`config.mk`:
```
export PLATFORM = sky130hd
export DESIGN_NAME = instr_fetch_unit
export DESIGN_NICKNAME = d
export VERILOG_FILES = /design/src/rtl/instr_fetch_unit_pkg.sv /design/src/rtl/instr_fetch_unit_pc_reg.sv /design/src/rtl/instr_fetch_unit.sv
export SDC_FILE = /design/constraint.sdc
export NUM_CORES = 1
export LEC_CHECK = 0
export BUFFER_PORTS_ARGS = -buffer_cell sky130_fd_sc_hd__buf_2
export CAP_MARGIN = 20
export CORE_UTILIZATION = 41
export DETAILED_ROUTE_END_ITERATION = 8
export GPL_ROUTABILITY_DRIVEN = 1
export PLACE_DENSITY = 0.76
export SETUP_SLACK_MARGIN = 0.05
export SYNTH_ARGS = -nofsm -noshare
export SYNTH_HDL_FRONTEND = slang
export SYNTH_HIERARCHICAL = 1
export SYNTH_SLANG_ARGS = --single-unit
```
`constraint.sdc`:
```
create_clock -name clk -period 3.25 [get_ports clk]
set_clock_uncertainty 0.15 [all_clocks]
set_input_delay 0.65 -clock clk [delete_from_list [all_inputs] [get_ports clk]]
set_output_delay 0.65 -clock clk [all_outputs]
set_load 0.03 [all_outputs]
```
`src/rtl/instr_fetch_unit_pkg.sv`:
```
// Shared definitions for the instruction fetch unit: field widths, opcode values, FSM encodings.
package instr_fetch_unit_pkg;

  localparam int unsigned DATA_W = 8;
  localparam int unsigned OP_W   = 3;
  localparam int unsigned ADDR_W = 5;

  typedef logic [OP_W-1:0] opcode_t;

  localparam opcode_t LOAD_A = 3'b000;
  localparam opcode_t LOAD_B = 3'b001;
  localparam opcode_t STORE  = 3'b010;
  localparam opcode_t JMP    = 3'b100;
  localparam opcode_t ALU    = 3'b111;

  typedef enum logic [1:0] {
    ST_IDLE  = 2'b00,
    ST_REQ   = 2'b01,
    ST_VALID = 2'b10
  } fetch_state_t;

endpackage

```
`src/rtl/instr_fetch_unit_pc_reg.sv`:
```
// Program counter register: load has priority over increment; wraps modulo 2^ADDR_W.
module pc_reg
  import instr_fetch_unit_pkg::*;
(
  input  logic              clk,
  input  logic              rst_n,
  input  logic              load_en,
  input  logic [ADDR_W-1:0] load_value,
  input  logic              incr_en,
  output logic [ADDR_W-1:0] pc
);

  always_ff @(posedge clk or negedge rst_n) begin
    if (!rst_n) begin
      pc <= '0;
    end else if (load_en) begin
      pc <= load_value;
    end else if (incr_en) begin
      pc <= pc + ADDR_W'(1);
    end
  end

endmodule

```
`src/rtl/instr_fetch_unit.sv`:
```
// Fetch unit: requests the word at pc from imem, holds it in ir and issues it to the decoder.
module instr_fetch_unit
  import instr_fetch_unit_pkg::*;
(
  input  logic              clk,
  input  logic              rst_n,
  input  logic              run,
  output logic              imem_req,
  output logic [ADDR_W-1:0] imem_addr,
  input  logic              imem_ack,
  input  logic [DATA_W-1:0] imem_rdata,
  output logic              instr_valid,
  input  logic              exec_ready,
  input  logic              jmp,
  output logic [OP_W-1:0]   opcode,
  output logic [ADDR_W-1:0] operand,
  output logic [ADDR_W-1:0] pc
);

  fetch_state_t      state;
  logic [DATA_W-1:0] ir;
  logic              accept;

  assign accept    = (state == ST_VALID) && exec_ready;
  assign imem_addr = pc;
  assign opcode    = ir[DATA_W-1 -: OP_W];
  assign operand   = ir[ADDR_W-1:0];

  pc_reg u_pc_reg (
    .clk        (clk),
    .rst_n      (rst_n),
    .load_en    (accept && jmp),
    .load_value (operand),
    .incr_en    (accept && !jmp),
    .pc         (pc)
  );

  // Fetch FSM; a started request always runs to its ack, so run only matters at IDLE and accept.
  always_ff @(posedge clk or negedge rst_n) begin
    if (!rst_n) begin
      state       <= ST_IDLE;
      ir          <= '0;
      imem_req    <= 1'b0;
      instr_valid <= 1'b0;
    end else begin
      unique case (state)
        ST_IDLE: begin
          if (run) begin
            state    <= ST_REQ;
            imem_req <= 1'b1;
          end
        end
        ST_REQ: begin
          if (imem_ack) begin
            ir          <= imem_rdata;
            state       <= ST_VALID;
            imem_req    <= 1'b0;
            instr_valid <= 1'b1;
          end
        end
        ST_VALID: begin
          if (exec_ready) begin
            instr_valid <= 1'b0;
            if (run) begin
              state    <= ST_REQ;
              imem_req <= 1'b1;
            end else begin
              state <= ST_IDLE;
            end
          end
        end
        default: begin
          state       <= ST_IDLE;
          imem_req    <= 1'b0;
          instr_valid <= 1'b0;
        end
      endcase
    end
  end

endmodule

```
# After elaboration in Yosys (flattened, before gate mapping)
# Cells that the tools add are included.
[word_totals]
inputBits = 14
output_inout_bits = 20
ff_bits = 17
wordCells = 36
[classes]
bitwise_logic = 1
addsub = 1
n_eq_ne = 5
reduce_logical = 10
mux = 14
[ops]
columns = ["operator", "n"]
rows = [
  ["2-to-1 mux 5 bit", 2],
  ["2-to-1 mux 1 bit", 6],
  ["2-to-1 mux 2 bit", 3],
  ["!= test 2 bit (second input constant)", 3],
  ["one-hot mux 1 bit (3 select lines)", 2],
  ["one-hot mux 2 bit (3 select lines)", 1],
  ["AND reduction 3 bit", 2],
  ["adder 5 x 1 -> 5 bit (second input constant)", 1],
  ["AND reduction 2 bit", 2],
  ["logical AND 1 bit", 3],
  ["== test 2 x 1 -> 1 bit (second input constant)", 1],
  ["== test 2 bit (second input constant)", 1],
  ["logical NOT 2 bit", 1],
  ["nonzero test 2 bit", 1],
  ["logical NOT 1 bit", 1],
  ["NOT 1 bit", 1],
]

# Longest topological paths before layout
# Gate-level depths: netlist of run 1.
[depth]
depth_word = 5
mapped_depth = 6
mapped_depth_nobuf = 6

# Hierarchy
# The synthesis of run 1 kept the hierarchy.
[by_module_without_submodules]
columns = ["mod", "seq_area_each_um2", "cells_each", "n_inst", "area_each_um2"]
rows = [
  ["instr_fetch_unit", 300.3, 44, 1, 538.0],
  ["pc_reg", 125.1, 24, 1, 249.0],
]

# Worst setup path after synthesis of run 1
# Ideal clock, no wire load.
[synth_timing]
path_kind = "input port to flip-flop"
startpoint = "input port exec_ready"
endpoint = "register u_pc_reg.pc[3]"
path_stages = 6
path_slack_ns = 1.339
arrival_time_ns = 1.637
n_path_buf = 0
cell_sequence = "and2b_2 nand2_1 nor2_1 nand4_1 xnor2_1 mux2_2"
[synth_via]
elab_chain_cells = 3
word_cells_on_any_way = 5
cone_classes = "mux (1); reduce/logical (4)"
[synth_rtl]
columns = ["element", "line_no", "text"]
rows = [
  ["start, declared", "instr_fetch_unit.sv:13", "input logic exec_ready,"],
  ["logical AND 1 bit *", "instr_fetch_unit.sv:24", "assign accept = (state == ST_VALID) && exec_ready;"],
  ["logical AND 1 bit (on tied branches)", "instr_fetch_unit.sv:32, instr_fetch_unit.sv:34", ""],
  ["2-to-1 mux 5 bit / nonzero test 2 bit (equally long branches)", "n/a", ""],
  ["end signal, assigned", "instr_fetch_unit_pc_reg.sv:17", "pc <= load_value;"],
  ["end signal, assigned", "instr_fetch_unit_pc_reg.sv:19", "pc <= pc + ADDR_W'(1);"],
  ["end, declared", "instr_fetch_unit_pc_reg.sv:10", "output logic [ADDR_W-1:0] pc"],
]
# Mark *: on every way between the ends. The rest lies on a longest branch, timed or not.
# A chain may end at the register's enable or synchronous reset.

# Worst setup path in the final report of run 1
[layout_timing]
startpoint = "register state[0]"
endpoint = "register u_pc_reg.pc[3]"
[layout_via]
elab_chain_cells = 4
word_cells_on_any_way = 6
cone_classes = "eq/ne (1); mux (1); reduce/logical (4)"
[layout_rtl]
columns = ["element", "line_no", "text"]
rows = [
  ["start, declared", "instr_fetch_unit.sv:20", "fetch_state_t state;"],
  ["start signal, assigned", "instr_fetch_unit.sv:41", "state <= ST_IDLE;"],
  ["start signal, assigned", "instr_fetch_unit.sv:49", "state <= ST_REQ;"],
  ["start signal, assigned", "instr_fetch_unit.sv:56", "state <= ST_VALID;"],
  ["== test 2 bit *", "instr_fetch_unit.sv:24", ""],
  ["logical AND 1 bit *", "instr_fetch_unit.sv:24", ""],
  ["logical AND 1 bit (on tied branches)", "instr_fetch_unit.sv:32, instr_fetch_unit.sv:34", ""],
  ["2-to-1 mux 5 bit / nonzero test 2 bit (equally long branches)", "n/a", ""],
]
# Marked as above.

==> results of run 1 <==
==> stage by stage <==
step	worst slack [ns]	utilization [%]
detailed placement	1.12	53.4
floorplan	1.34	-
global route	1.17	54.9
CTS	1.31	54.9
global placement	1.22	53.4
finish	1.28	54.9
==> layout make-up <==
class	instances	area (sq um)
clock buffers	4	26.3
fillers	179	796
inverters	1	3.75
multi-input cells	44	317
flip-flops and latches	17	425
well taps	25	31.3
repair buffers	33	165
==> cell usage in the layout (no fill, tap or decap) <==
cell type,Yosys,routed
sky130_fd_sc_hd__mux2_2,9,9
sky130_fd_sc_hd__o22ai_1,1,1
sky130_fd_sc_hd__clkbuf_1,1,1
sky130_fd_sc_hd__xnor2_1,2,2
sky130_fd_sc_hd__and2b_2,2,2
sky130_fd_sc_hd__mux2i_1,1,1
sky130_fd_sc_hd__a21oi_1,4,4
sky130_fd_sc_hd__nand2_1,10,10
sky130_fd_sc_hd__inv_1,1,1
sky130_fd_sc_hd__nor2_1,2,2
sky130_fd_sc_hd__and3_1,1,1
sky130_fd_sc_hd__nand3b_4,1,1
sky130_fd_sc_hd__o21ai_0,5,5
sky130_fd_sc_hd__o21ai_1,1,1
sky130_fd_sc_hd__nand4_1,2,2
sky130_fd_sc_hd__clkbuf_4,0,3
sky130_fd_sc_hd__xor2_1,2,2
sky130_fd_sc_hd__buf_2,0,33
sky130_fd_sc_hd__ha_1,1,1
sky130_fd_sc_hd__dfrtp_1,17,17
==> metal layers <==
| layer | up-vias | routed length [microns] | GRT usage [%] |
|---|---|---|---|
| li1 | 294 | - | - |
| met1 | 269 | 669 | 20.8 |
| met2 | 22 | 710 | 25.4 |
| met3 | 4 | 82 | 3.57 |
| met4 | 0 | 29 | 10.6 |
| met5 | - | 0 | 0 |
==> critical path, cell delays in order, from the launching register on <==
cell and delay, ns:
sky130_fd_sc_hd__dfrtp_1 0.48, sky130_fd_sc_hd__and2b_2 0.27, sky130_fd_sc_hd__nand2_1 0.05, sky130_fd_sc_hd__nor2_1 0.31, sky130_fd_sc_hd__nand4_1 0.18, sky130_fd_sc_hd__xnor2_1 0.16, sky130_fd_sc_hd__mux2_2 0.26
==> power by group through the flow <==
stage	Sequential (mW)	Clock, mW	Combinational [mW]
2_1_floorplan	0.591	0	0.266
3_3_place_gp	0.414	0	0.559
3_5_place_dp	0.425	0	0.571
4_1_cts	0.420	0.118	0.573
5_1_grt	0.437	0.125	0.609
6_report	0.419	0.116	0.568
==> path summary, 6_finish.rpt <==
check	startpoint	end	slack, ns
setup / recovery	state[0]	u_pc_reg/pc[3]	1.28
hold / removal	rst_n	ir[3]	0.10
setup reg to reg	state[0]	u_pc_reg/pc[3]	1.28
hold reg to reg	ir[7]	ir[7]	0.37
max in group asynchronous	rst_n	instr_valid	2.58
min in group clk	ir[7]	ir[7]	0.37
==> logic make-up after synthesis <==
| group | share of synthesized area [%] |
|---|---|
| and+or+nand+nor | 12.9 |
| DFF | 54.1 |
| AOI/OAI and AO/OA | 7.15 |
| muxes | 14.1 |
| buffers and inverters | 5.72 |
| xor gates and xnor gates | 4.45 |
| adders and majority gates | 1.59 |
==> Flow_metrics.wiki, run 1 <==
{| class="wikitable"
! Metric !! Value
|-
| Slew Limit Fails || 0
|-
| Final nets || 115
|-
| Htree depth || 1
|-
| Cell count after placement || 120
|-
| Vias || 589
|-
| Element type at the critical path start || register
|-
| Sequential group share of total power || 38.0%
|-
| Die outline width || 45.8 microns
|-
| TritonCTS clock tree || done
|-
| Clock buffer count from CTS || 3
|-
| DR DRC count || 0
|-
| Root Buffer Master || sky130_fd_sc_hd__clkbuf_4
|-
| Skew-Pair Late Insertion Delay || between 0.2 and 0.3 ns
|-
| All-Layer GR Usage || about 16%
|-
| Synth unique cells || 19
|-
| Number of max-cap violations || 0
|-
| # port buffers || 33
|-
| Clock group share of total power || 10.5%
|-
| Wire length of the first global-routing pass || 2330 microns
|-
| Core area || 1760 sq um
|-
| Post-route setup TNS || 0 ns
|-
| Fraction of registers with async set or reset after synthesis || 100%
|-
| Count leader, synth || sky130_fd_sc_hd__dfrtp_1
|-
| Effective utilization at floorplan || 44.6%
|-
| Run status || finished clean
|-
| Clock slew seen by the registers of the worst setup and hold paths || 0.10 ns
|-
| Total Power Consumption || between 1 and 1.5 mW
|-
| Data required, critical path || 3.29 ns
|-
| Hold WS || between 0.1 and 0.15 ns
|-
| Ratio of final minimum period to clock period || 60.5%
|-
| Routability congestion estimate || 0.718
|-
| Combinational share of power || 51.5%
|-
| Yosys Warn Count || 6
|-
| Post-detail-place hpwl || about 1100 microns
|-
| Synth Register Bits || 17
|-
| Switching share of total power || about half
|-
| Seq/Total Area, Yosys || 54.1%
|-
| Leak pwr || 0.483 nW
|-
| Height of the die || roughly 46 microns
|-
| Final routed wirelength across all metal layers || 1490 microns
|-
| Most instantiated cells after synthesis || sky130_fd_sc_hd__dfrtp_1 (17), sky130_fd_sc_hd__nand2_1 (10), sky130_fd_sc_hd__mux2_2 (9), sky130_fd_sc_hd__buf_4 (5), sky130_fd_sc_hd__o21ai_0 (5)
|-
| Data arrival at the endpoint of the critical path || 2.01 ns
|-
| Dpl cell area || 942 sq um
|-
| Maximum fanout along the worst path || 7
|-
| Type of the setup path with the least slack || reg -> reg
|-
| Clock period minus final worst setup slack || 1.97 ns
|-
| Total internal power || about 0.56 mW
|-
| Number of instances in the synthesized netlist || 68
|-
| Top area cells in the synthesized netlist || sky130_fd_sc_hd__dfrtp_1 (54%), sky130_fd_sc_hd__mux2_2 (13%), sky130_fd_sc_hd__buf_4 (4.8%)
|-
| Remaining global-route overflow || 0
|-
| R2r worst-path depth || 6
|-
| Number of ports placed on the die boundary || 34
|-
| Switching power total || about 0.54 mW
|-
| Power Density || 1140 nW/um^2
|-
| Count of final hold-check violations || 0
|-
| Pin count of the biggest net entering global routing || 18
|-
| Worst Max-Slew Pin Slew || 0.388 ns
|-
| 1st-pass router iterations || 2
|-
| Post-route ant nets || 0
|-
| Slew headroom || between 70% and 80%
|-
| Post-synthesis instance area || 787 sq um
|-
| Full die area || 2100 sq um
|-
| Per-cell via count in the routed design || 4.75
|-
| ANT cells || 0
|-
| Buffer depth of the longest clock path || 2
|-
| Post-CTS repair timing setup buffer count || 0
|-
| Post-cts gate resize count || 0
|-
| Layout area overhead || 23.1%
|-
| Flip-flop count of the largest register, all copies and words added || 8
|-
| Unrepaired setup endpoints after global routing || false
|-
| Mean instance size in the synthesized netlist || 11.6 sq um
|-
| Net count after synthesis || 83
|-
| Dominant cell type by area after synthesis || sky130_fd_sc_hd__dfrtp_1
|-
| Final standard cell area without fillers || 968 sq um
|-
| Via count of the first global-routing pass || 525
|-
| IR drop worst, VDD || between 0.4 and 0.5 mV
|-
| Kind of end point of the critical path || register
|-
| Prevailing post-synth register cell || sky130_fd_sc_hd__dfrtp_1
|-
| Violation count after the first detailed-routing iteration || 6
|-
| Worst Hold Class || in -> async
|-
| Initial antenna violation count || 0
|-
| Final setup violation count || 0
|-
| Area share of the largest cell type after synthesis || 54.1%
|-
| Layout cell share with drive strength beyond 1 || 48.5%
|-
| Routed wire length per instance || 12.0 microns
|-
| Total number of clock tree sinks || 17
|-
| Maximum clock rate || about 510 MHz
|-
| Number of standard-cell rows in the floorplan || 15
|-
| Layout Cells excl Fill || around 120
|-
| Post-synth EDFFs || 0
|-
| Number of buffers added to fix hold violations after cts || 0
|}
(Power assumes the default switching activity.)
==> run 2, diff against run 1 <==
- ABC_AREA: not set -> 1
- PLACE_DENSITY: 0.76 -> 0.74
- clock period: 3.25 -> 1.9 ns (I/O delays scaled with it)
==> Flow_metrics.wiki, run 2 <==
{| class="wikitable"
! Metric !! Value
|-
| Most instantiated cells after synthesis || sky130_fd_sc_hd__nand2_1 (33), sky130_fd_sc_hd__dfrtp_1 (17), sky130_fd_sc_hd__nand3_1 (15), sky130_fd_sc_hd__inv_1 (7), sky130_fd_sc_hd__nor2_1 (6)
|-
| Mean instance size in the synthesized netlist || 8.42 sq um (-27%)
|-
| Skew-Pair Late Insertion Delay || 0.28 ns (about the same)
|-
| Net count after synthesis || 116 (+40%)
|-
| Most Crowded Layer GR || met2
|-
| Critical R2R Capture || u_pc_reg/pc[2]
|-
| Effective utilization at floorplan || 43.4% (-1.2 points)
|-
| Root Buffer Master || sky130_fd_sc_hd__clkbuf_4
|-
| Commonest cells after routing, fill and taps aside || sky130_fd_sc_hd__nand2_1 (33), sky130_fd_sc_hd__buf_2 (33), sky130_fd_sc_hd__dfrtp_1 (17), sky130_fd_sc_hd__nand3_1 (15), sky130_fd_sc_hd__inv_1 (7)
|-
| Clock period minus final worst setup slack || 1.70 ns (-0.271 ns)
|-
| Htree depth || 1 (unchanged)
|-
| # port buffers || 33 (unchanged)
|-
| Vias || 750 (+27%)
|-
| Slew headroom || 73.3% (-0.80 points)
|-
| R2r worst-path depth || 6 (unchanged)
|-
| Number of buffers added to fix hold violations after cts || 1 (+1)
|-
| Kind of end point of the critical path || register
|-
| Remaining global-route overflow || 0 (unchanged)
|-
| Die outline width || 47.6 microns (+3.8%)
|-
| Worst hold path depth || 3
|-
| Met2 routing resource usage after global routing || 24.9% (-0.50 points)
|-
| Number of instances in the synthesized netlist || 101 (+49%)
|-
| Synth unique cells || 19 (unchanged)
|-
| Post-synthesis instance area || 851 sq um (+8.1%)
|-
| WHS Endpoint || ir[7]
|-
| Post-detail-place hpwl || 1260 microns (+11%)
|-
| Final setup violation count || 0 (unchanged)
|-
| Count of final hold-check violations || 0 (unchanged)
|-
| Leak pwr || 0.603 nW (+25%)
|-
| Dpl cell area || 1010 sq um (+6.9%)
|-
| All-Layer GR Usage || 16.3% (-0.13 points)
|-
| Layout Cells excl Fill || 160 (+29%)
|-
| Source of the worst register-to-register timing path || state[0]
|-
| Seq/Total Area, Yosys || 50.0% (-4.1 points)
|-
| Beginning of the worst hold path || imem_rdata[7]
|-
| Final routed wirelength across all metal layers || 1650 microns (+10%)
|-
| Flip-flop count of the largest register, all copies and words added || 8 (unchanged)
|-
| Ratio of final minimum period to clock period || 89.2% (+29 points)
|-
| Worst Hold Class || in -> reg
|-
| Wire length of the first global-routing pass || 2520 microns (+8.0%)
|-
| Element type at the critical path start || register
|-
| Initial antenna violation count || 0 (unchanged)
|-
| Area share of the largest cell type after synthesis || 50.0% (-4.1 points)
|-
| Count leader, synth || sky130_fd_sc_hd__nand2_1
|-
| Data arrival at the endpoint of the critical path || 1.72 ns (-0.29 ns)
|-
| 1st-pass router iterations || 5 (+3)
|-
| Yosys Warn Count || 6 (unchanged)
|-
| Post-placement worst setup slack || 0.228 ns (-0.895 ns)
|-
| Final nets || 149 (+30%)
|-
| Layout cell share with drive strength beyond 1 || 31.6% (-17 points)
|-
| Height of the die || 47.6 microns (+3.8%)
|-
| Slew Limit Fails || 0 (unchanged)
|-
| Number of max-cap violations || 0 (unchanged)
|-
| Unrepaired setup endpoints after global routing || false
|-
| Post-CTS repair timing setup buffer count || 0 (unchanged)
|-
| Met3 routing resource usage after global routing || 4.53% (+0.96 points)
|-
| Prevailing post-synth register cell || sky130_fd_sc_hd__dfrtp_1
|-
| Post-synth EDFFs || 0 (unchanged)
|-
| Via count of the first global-routing pass || 591 (+13%)
|-
| Final setup margin || 0.205 ns (-1.08 ns)
|-
| ANT cells || 0 (unchanged)
|-
| Routability congestion estimate || 0.897 (+25%)
|-
| Full die area || 2260 sq um (+7.8%)
|-
| Clock slew seen by the registers of the worst setup and hold paths || 0.10 ns (about the same)
|-
| Fraction of registers with async set or reset after synthesis || 100% (unchanged)
|-
| Cell count after placement || 155 (+29%)
|-
| Layout area overhead || 22.8%
|-
| Number of standard-cell rows in the floorplan || 16 (+1)
|-
| Number of ports placed on the die boundary || 34 (unchanged)
|-
| IR drop worst, VDD || 0.859 mV (+81%)
|-
| Post-cts gate resize count || 0 (unchanged)
|-
| Per-cell via count in the routed design || 4.69 (-1.3%)
|-
| Final standard cell area without fillers || 1040 sq um (+7.9%)
|-
| Total number of clock tree sinks || 17 (unchanged)
|-
| Synth Register Bits || 17 (unchanged)
|-
| Violation count after the first detailed-routing iteration || 11 (+5)
|-
| Top area cells in the synthesized netlist || sky130_fd_sc_hd__dfrtp_1 (50%), sky130_fd_sc_hd__nand2_1 (15%), sky130_fd_sc_hd__nand3_1 (8.8%)
|-
| Maximum clock rate || 590 MHz (+16%)
|-
| TritonCTS clock tree || done
|-
| Post-route ant nets || 0 (unchanged)
|-
| Routed wire length per instance || 10.3 microns (-14%)
|-
| Worst Max-Slew Pin Slew || 0.400 ns (+0.0120 ns)
|-
| Total Power Consumption || 1.82 mW (+65%)
|-
| Run status || finished clean
|-
| Post-route setup TNS || 0 ns (unchanged)
|-
| Data required, critical path || 1.92 ns (-1.37 ns)
|-
| Fraction of met1 tracks used by global routing || 21.3% (+0.58 points)
|-
| Dominant cell type by area after synthesis || sky130_fd_sc_hd__dfrtp_1
|-
| Core area || 1960 sq um (+11%)
|-
| DR DRC count || 0 (unchanged)
|-
| Buffer depth of the longest clock path || 2 (unchanged)
|-
| Pin count of the biggest net entering global routing || 18 (unchanged)
|-
| Maximum fanout along the worst path || 7 (unchanged)
|-
| Slack of the worst reg-to-reg path || 0.20 ns (-1.08 ns)
|-
| Clock buffer count from CTS || 3 (unchanged)
|-
| Type of the setup path with the least slack || reg -> reg
|-
| Power Density || 1740 nW/um^2 (+53%)
|}
-- run 2: how the worst max path moves through the flow --
stage	slack, ns	depth (start not counted)	from	endpoint
finish	0.20	6	state[0]	u_pc_reg/pc[2]
global route	0.07	6	state[0]	u_pc_reg/pc[2]
CTS	0.21	6	state[0]	u_pc_reg/pc[2]
detailed placement	0.23	6	exec_ready	u_pc_reg/pc[2]
global placement	0.33	6	state[0]	u_pc_reg/pc[2]
floorplan	0.43	6	state[0]	u_pc_reg/pc[0]
-- run 2: cells by family (layout without fill, tap and decap cells) --
family	Yosys count	count (layout)	share of synthesized area, %
buffers and inverters	14	46	8.53
DFF	17	17	50.0
xor gates and xnor gates	1	1	1.03
adders and majority gates	1	1	1.47
and+or+nand+nor	60	60	32.4
AOI/OAI and AO/OA	8	8	6.62
-- run 2: power by group --
| group | total (mW) | switching [mW] | internal, mW |
|---|---|---|---|
| sequential | 0.687 | 0.165 | 0.522 |
| clock | 0.189 | 0.111 | 0.0782 |
| combinational | 0.943 | 0.665 | 0.277 |
| total | 1.82 | 0.941 | 0.877 |
-- run 2: final cells by class --
class                   instances  area, sq um
fillers                       210          917
flip-flops and latches         17          425
multi-input cells              70          353
repair buffers                 34          175
well taps                      27         33.8
inverters                       8         30.0
clock buffers                   3         22.5
clock inverters                 1         5.00
-- run 2: critical path, stage by stage (launching register included) --
cell and delay (ns):
sky130_fd_sc_hd__dfrtp_1 0.42, sky130_fd_sc_hd__inv_2 0.11, sky130_fd_sc_hd__nand3_1 0.09, sky130_fd_sc_hd__nor2_1 0.33, sky130_fd_sc_hd__nor2_1 0.18, sky130_fd_sc_hd__a21boi_0 0.21, sky130_fd_sc_hd__o21ai_1 0.10
-- run 2: metal layers --
layer	vias up	share of wire, %
met5	-	0
met4	0	0.61
met3	2	5.8
met2	30	47
met1	329	47
li1	389	-
-- run 2: through the flow --
step / hold slack, ns / utilization [%]
2_1_floorplan: -0.0656 / -
3_3_place_gp: 0.170 / 51.3
3_5_place_dp: 0.170 / 51.3
4_1_cts: 0.165 / 53.3
5_1_grt: 0.159 / 53.3
6_report: 0.171 / 53.3
==> run 3, diff against run 2 <==
- CELL_PAD_IN_SITES_DETAIL_PLACEMENT: not set -> 1
- CELL_PAD_IN_SITES_GLOBAL_PLACEMENT: not set -> 1
- CORE_UTILIZATION: 41 -> 33
- PLACE_DENSITY: 0.74 -> 0.82
==> Flow_metrics.wiki, run 3 (synthesized netlist as in run 2, its figures left out) <==
{| class="wikitable"
! Metric !! Value
|-
| Run status || finished clean
|-
| Chain of cells forming the critical path || inv_2 -> nand3_1 -> nor2_2 -> nor2_1 -> a21boi_0 -> o21ai_1
|-
| TritonCTS clock tree || done
|-
| Final setup margin || 0.267 ns (+0.0618 ns)
|-
| Routability congestion estimate || 0.806 (-10%)
|-
| Die outline width || 52.8 microns (+11%)
|-
| Number of standard-cell rows in the floorplan || 18 (+2)
|-
| Leak pwr || 0.603 nW (about the same)
|-
| R2r worst-path depth || 6 (unchanged)
|-
| Layout cell share with drive strength beyond 1 || 32.3% (+0.75 points)
|-
| Per-cell via count in the routed design || 4.80 (+2.3%)
|-
| Post-placement worst setup slack || 0.147 ns (-0.0814 ns)
|-
| Maximum fanout along the worst path || 7 (unchanged)
|-
| Maximum clock rate || 612 MHz (+3.8%)
|-
| ANT cells || 0 (unchanged)
|-
| Type of the setup path with the least slack || reg -> reg
|-
| Violation count after the first detailed-routing iteration || 4 (-7)
|-
| Post-route ant nets || 0 (unchanged)
|-
| Number of max-cap violations || 0 (unchanged)
|-
| # port buffers || 33 (unchanged)
|-
| Pin count of the biggest net entering global routing || 18 (unchanged)
|-
| Clock buffer count from CTS || 3 (unchanged)
|-
| Htree depth || 1 (unchanged)
|-
| All-Layer GR Usage || 18.0% (+1.6 points)
|-
| Kind of end point of the critical path || register
|-
| Slew headroom || 74.5% (+1.2 points)
|-
| Ratio of final minimum period to clock period || 86.0% (-3.3 points)
|-
| Slack of the worst reg-to-reg path || 0.27 ns (+0.06 ns)
|-
| Data arrival at the endpoint of the critical path || 1.65 ns (-0.07 ns)
|-
| Root Buffer Master || sky130_fd_sc_hd__clkbuf_4
|-
| Height of the die || 52.8 microns (+11%)
|-
| Number of ports placed on the die boundary || 34 (unchanged)
|-
| Routed wire length per instance || 12.4 microns (+20%)
|-
| DR DRC count || 0 (unchanged)
|-
| Initial antenna violation count || 0 (unchanged)
|-
| Buffer depth of the longest clock path || 2 (unchanged)
|-
| IR drop worst, VDD || 0.738 mV (-14%)
|-
| Layout area overhead || 23.5%
|-
| Clock period minus final worst setup slack || 1.63 ns (-0.0618 ns)
|-
| Vias || 782 (+4.3%)
|-
| Worst Hold Class || in -> reg
|-
| Post-CTS repair timing setup buffer count || 0 (unchanged)
|-
| Full die area || 2790 sq um (+23%)
|-
| Commonest cells after routing, fill and taps aside || sky130_fd_sc_hd__nand2_1 (33), sky130_fd_sc_hd__buf_2 (33), sky130_fd_sc_hd__dfrtp_1 (17), sky130_fd_sc_hd__nand3_1 (15), sky130_fd_sc_hd__inv_1 (7)
|-
| Cell at the slowest stage of the critical path || sky130_fd_sc_hd__dfrtp_1
|-
| Element type at the critical path start || register
|-
| Flip-flop count of the largest register, all copies and words added || 8 (unchanged)
|-
| Layout Cells excl Fill || 163 (+1.9%)
|-
| Clock slew seen by the registers of the worst setup and hold paths || 0.10 ns (about the same)
|-
| Critical R2R Capture || u_pc_reg/pc[0]
|-
| 1st-pass router iterations || 4 (-1)
|-
| Final nets || 149 (unchanged)
|-
| Capture point of the worst path || u_pc_reg/pc[0]
|-
| Total Power Consumption || 1.84 mW (+1.2%)
|-
| Count of final hold-check violations || 0 (unchanged)
|-
| Core area || 2450 sq um (+25%)
|-
| Skew-Pair Late Insertion Delay || 0.28 ns (about the same)
|-
| Delay-heaviest family, CP || simple AND/OR/NAND/NOR gates
|-
| Largest stage delay on the critical path || 0.42 ns (about the same)
|-
| Wire length of the first global-routing pass || 3560 microns (+41%)
|-
| Data required, critical path || 1.92 ns (about the same)
|-
| Total number of clock tree sinks || 17 (unchanged)
|-
| Cell count after placement || 158 (+1.9%)
|-
| Number of buffers and inverters on the critical path || 1 (unchanged)
|-
| Instance count on the critical path || 6 (unchanged)
|-
| Worst Max-Slew Pin Slew || 0.383 ns (-0.0167 ns)
|-
| Final standard cell area without fillers || 1050 sq um (+0.60%)
|-
| Unrepaired setup endpoints after global routing || false
|-
| Slew Limit Fails || 0 (unchanged)
|-
| Power Density || 1750 nW/um^2 (+0.59%)
|-
| Dpl cell area || 1010 sq um (+0.37%)
|-
| Via count of the first global-routing pass || 846 (+43%)
|-
| Post-route setup TNS || 0 ns (unchanged)
|-
| Final setup violation count || 0 (unchanged)
|-
| Final routed wirelength across all metal layers || 2020 microns (+23%)
|-
| Effective utilization at floorplan || 34.7% (-8.7 points)
|-
| Remaining global-route overflow || 0 (unchanged)
|-
| Critical Path Source || state[0]
|-
| Source of the worst register-to-register timing path || state[0]
|-
| Post-detail-place hpwl || 1650 microns (+31%)
|}
-- run 3: changes by cell type in the layout (fill, tap and decap cells not counted) --
cell	change
sky130_fd_sc_hd__nor2_1	-1
sky130_fd_sc_hd__nor2_2	+1
-- run 3: power breakdown --
part	internal (mW)	switching [mW]	total, mW	leakage, nW
clock network	0.0781	0.113	0.191	0.0177
registers	0.522	0.168	0.689	0.214
logic	0.278	0.682	0.960	0.372
-- run 3: cell type report --
| cell class | instances | area (sq um) |
|---|---|---|
| clock buffers | 3 | 22.5 |
| multi-input cells | 70 | 355 |
| fillers | 331 | 1400 |
| flip-flops and latches | 17 | 425 |
| well taps | 30 | 37.5 |
| clock inverters | 1 | 5.00 |
| inverters | 8 | 30.0 |
| repair buffers | 34 | 175 |
-- run 3: stage by stage --
stage | hold slack [ns] | util [%]
2_1_floorplan | -0.0656 | -
3_3_place_gp | 0.175 | 41.2
3_5_place_dp | 0.173 | 41.2
4_1_cts | 0.166 | 42.7
5_1_grt | 0.175 | 42.8
6_report | 0.172 | 42.8
-- run 3: timing repair --
item,4_1_cts,5_1_grt
resized for setup,0,1
endpoints found under the hold margin,17,0
endpoints found under the setup margin,0,3
hold buffers,1,0
-- run 3: worst min-delay path by stage --
stage / from / endpoint / slack [ns] / cells past startpoint
after global placement: rst_n / u_pc_reg/pc[1] / 0.18 / 1
final: imem_rdata[7] / ir[7] / 0.17 / 3
after detailed placement: rst_n / u_pc_reg/pc[1] / 0.17 / 1
after floorplan: rst_n / imem_req / -0.07 / 0
after CTS: imem_rdata[7] / ir[7] / 0.17 / 3
after global routing: imem_rdata[0] / ir[0] / 0.18 / 3
-- run 3: worst min-delay path, stage by stage --
cell and delay (ns):
sky130_fd_sc_hd__buf_2 0.07, sky130_fd_sc_hd__nand3_1 0.06, sky130_fd_sc_hd__nand2_1 0.06
-- run 3: routing by layer --
| metal | wire length, microns | share of wire, % | track usage [%] |
|---|---|---|---|
| met1 | 869 | 43 | 20.3 |
| met2 | 1060 | 52 | 32.9 |
| met3 | 88 | 4.4 | 3.77 |
| met4 | 8 | 0.40 | 6.14 |
| met5 | 0 | 0 | 0 |
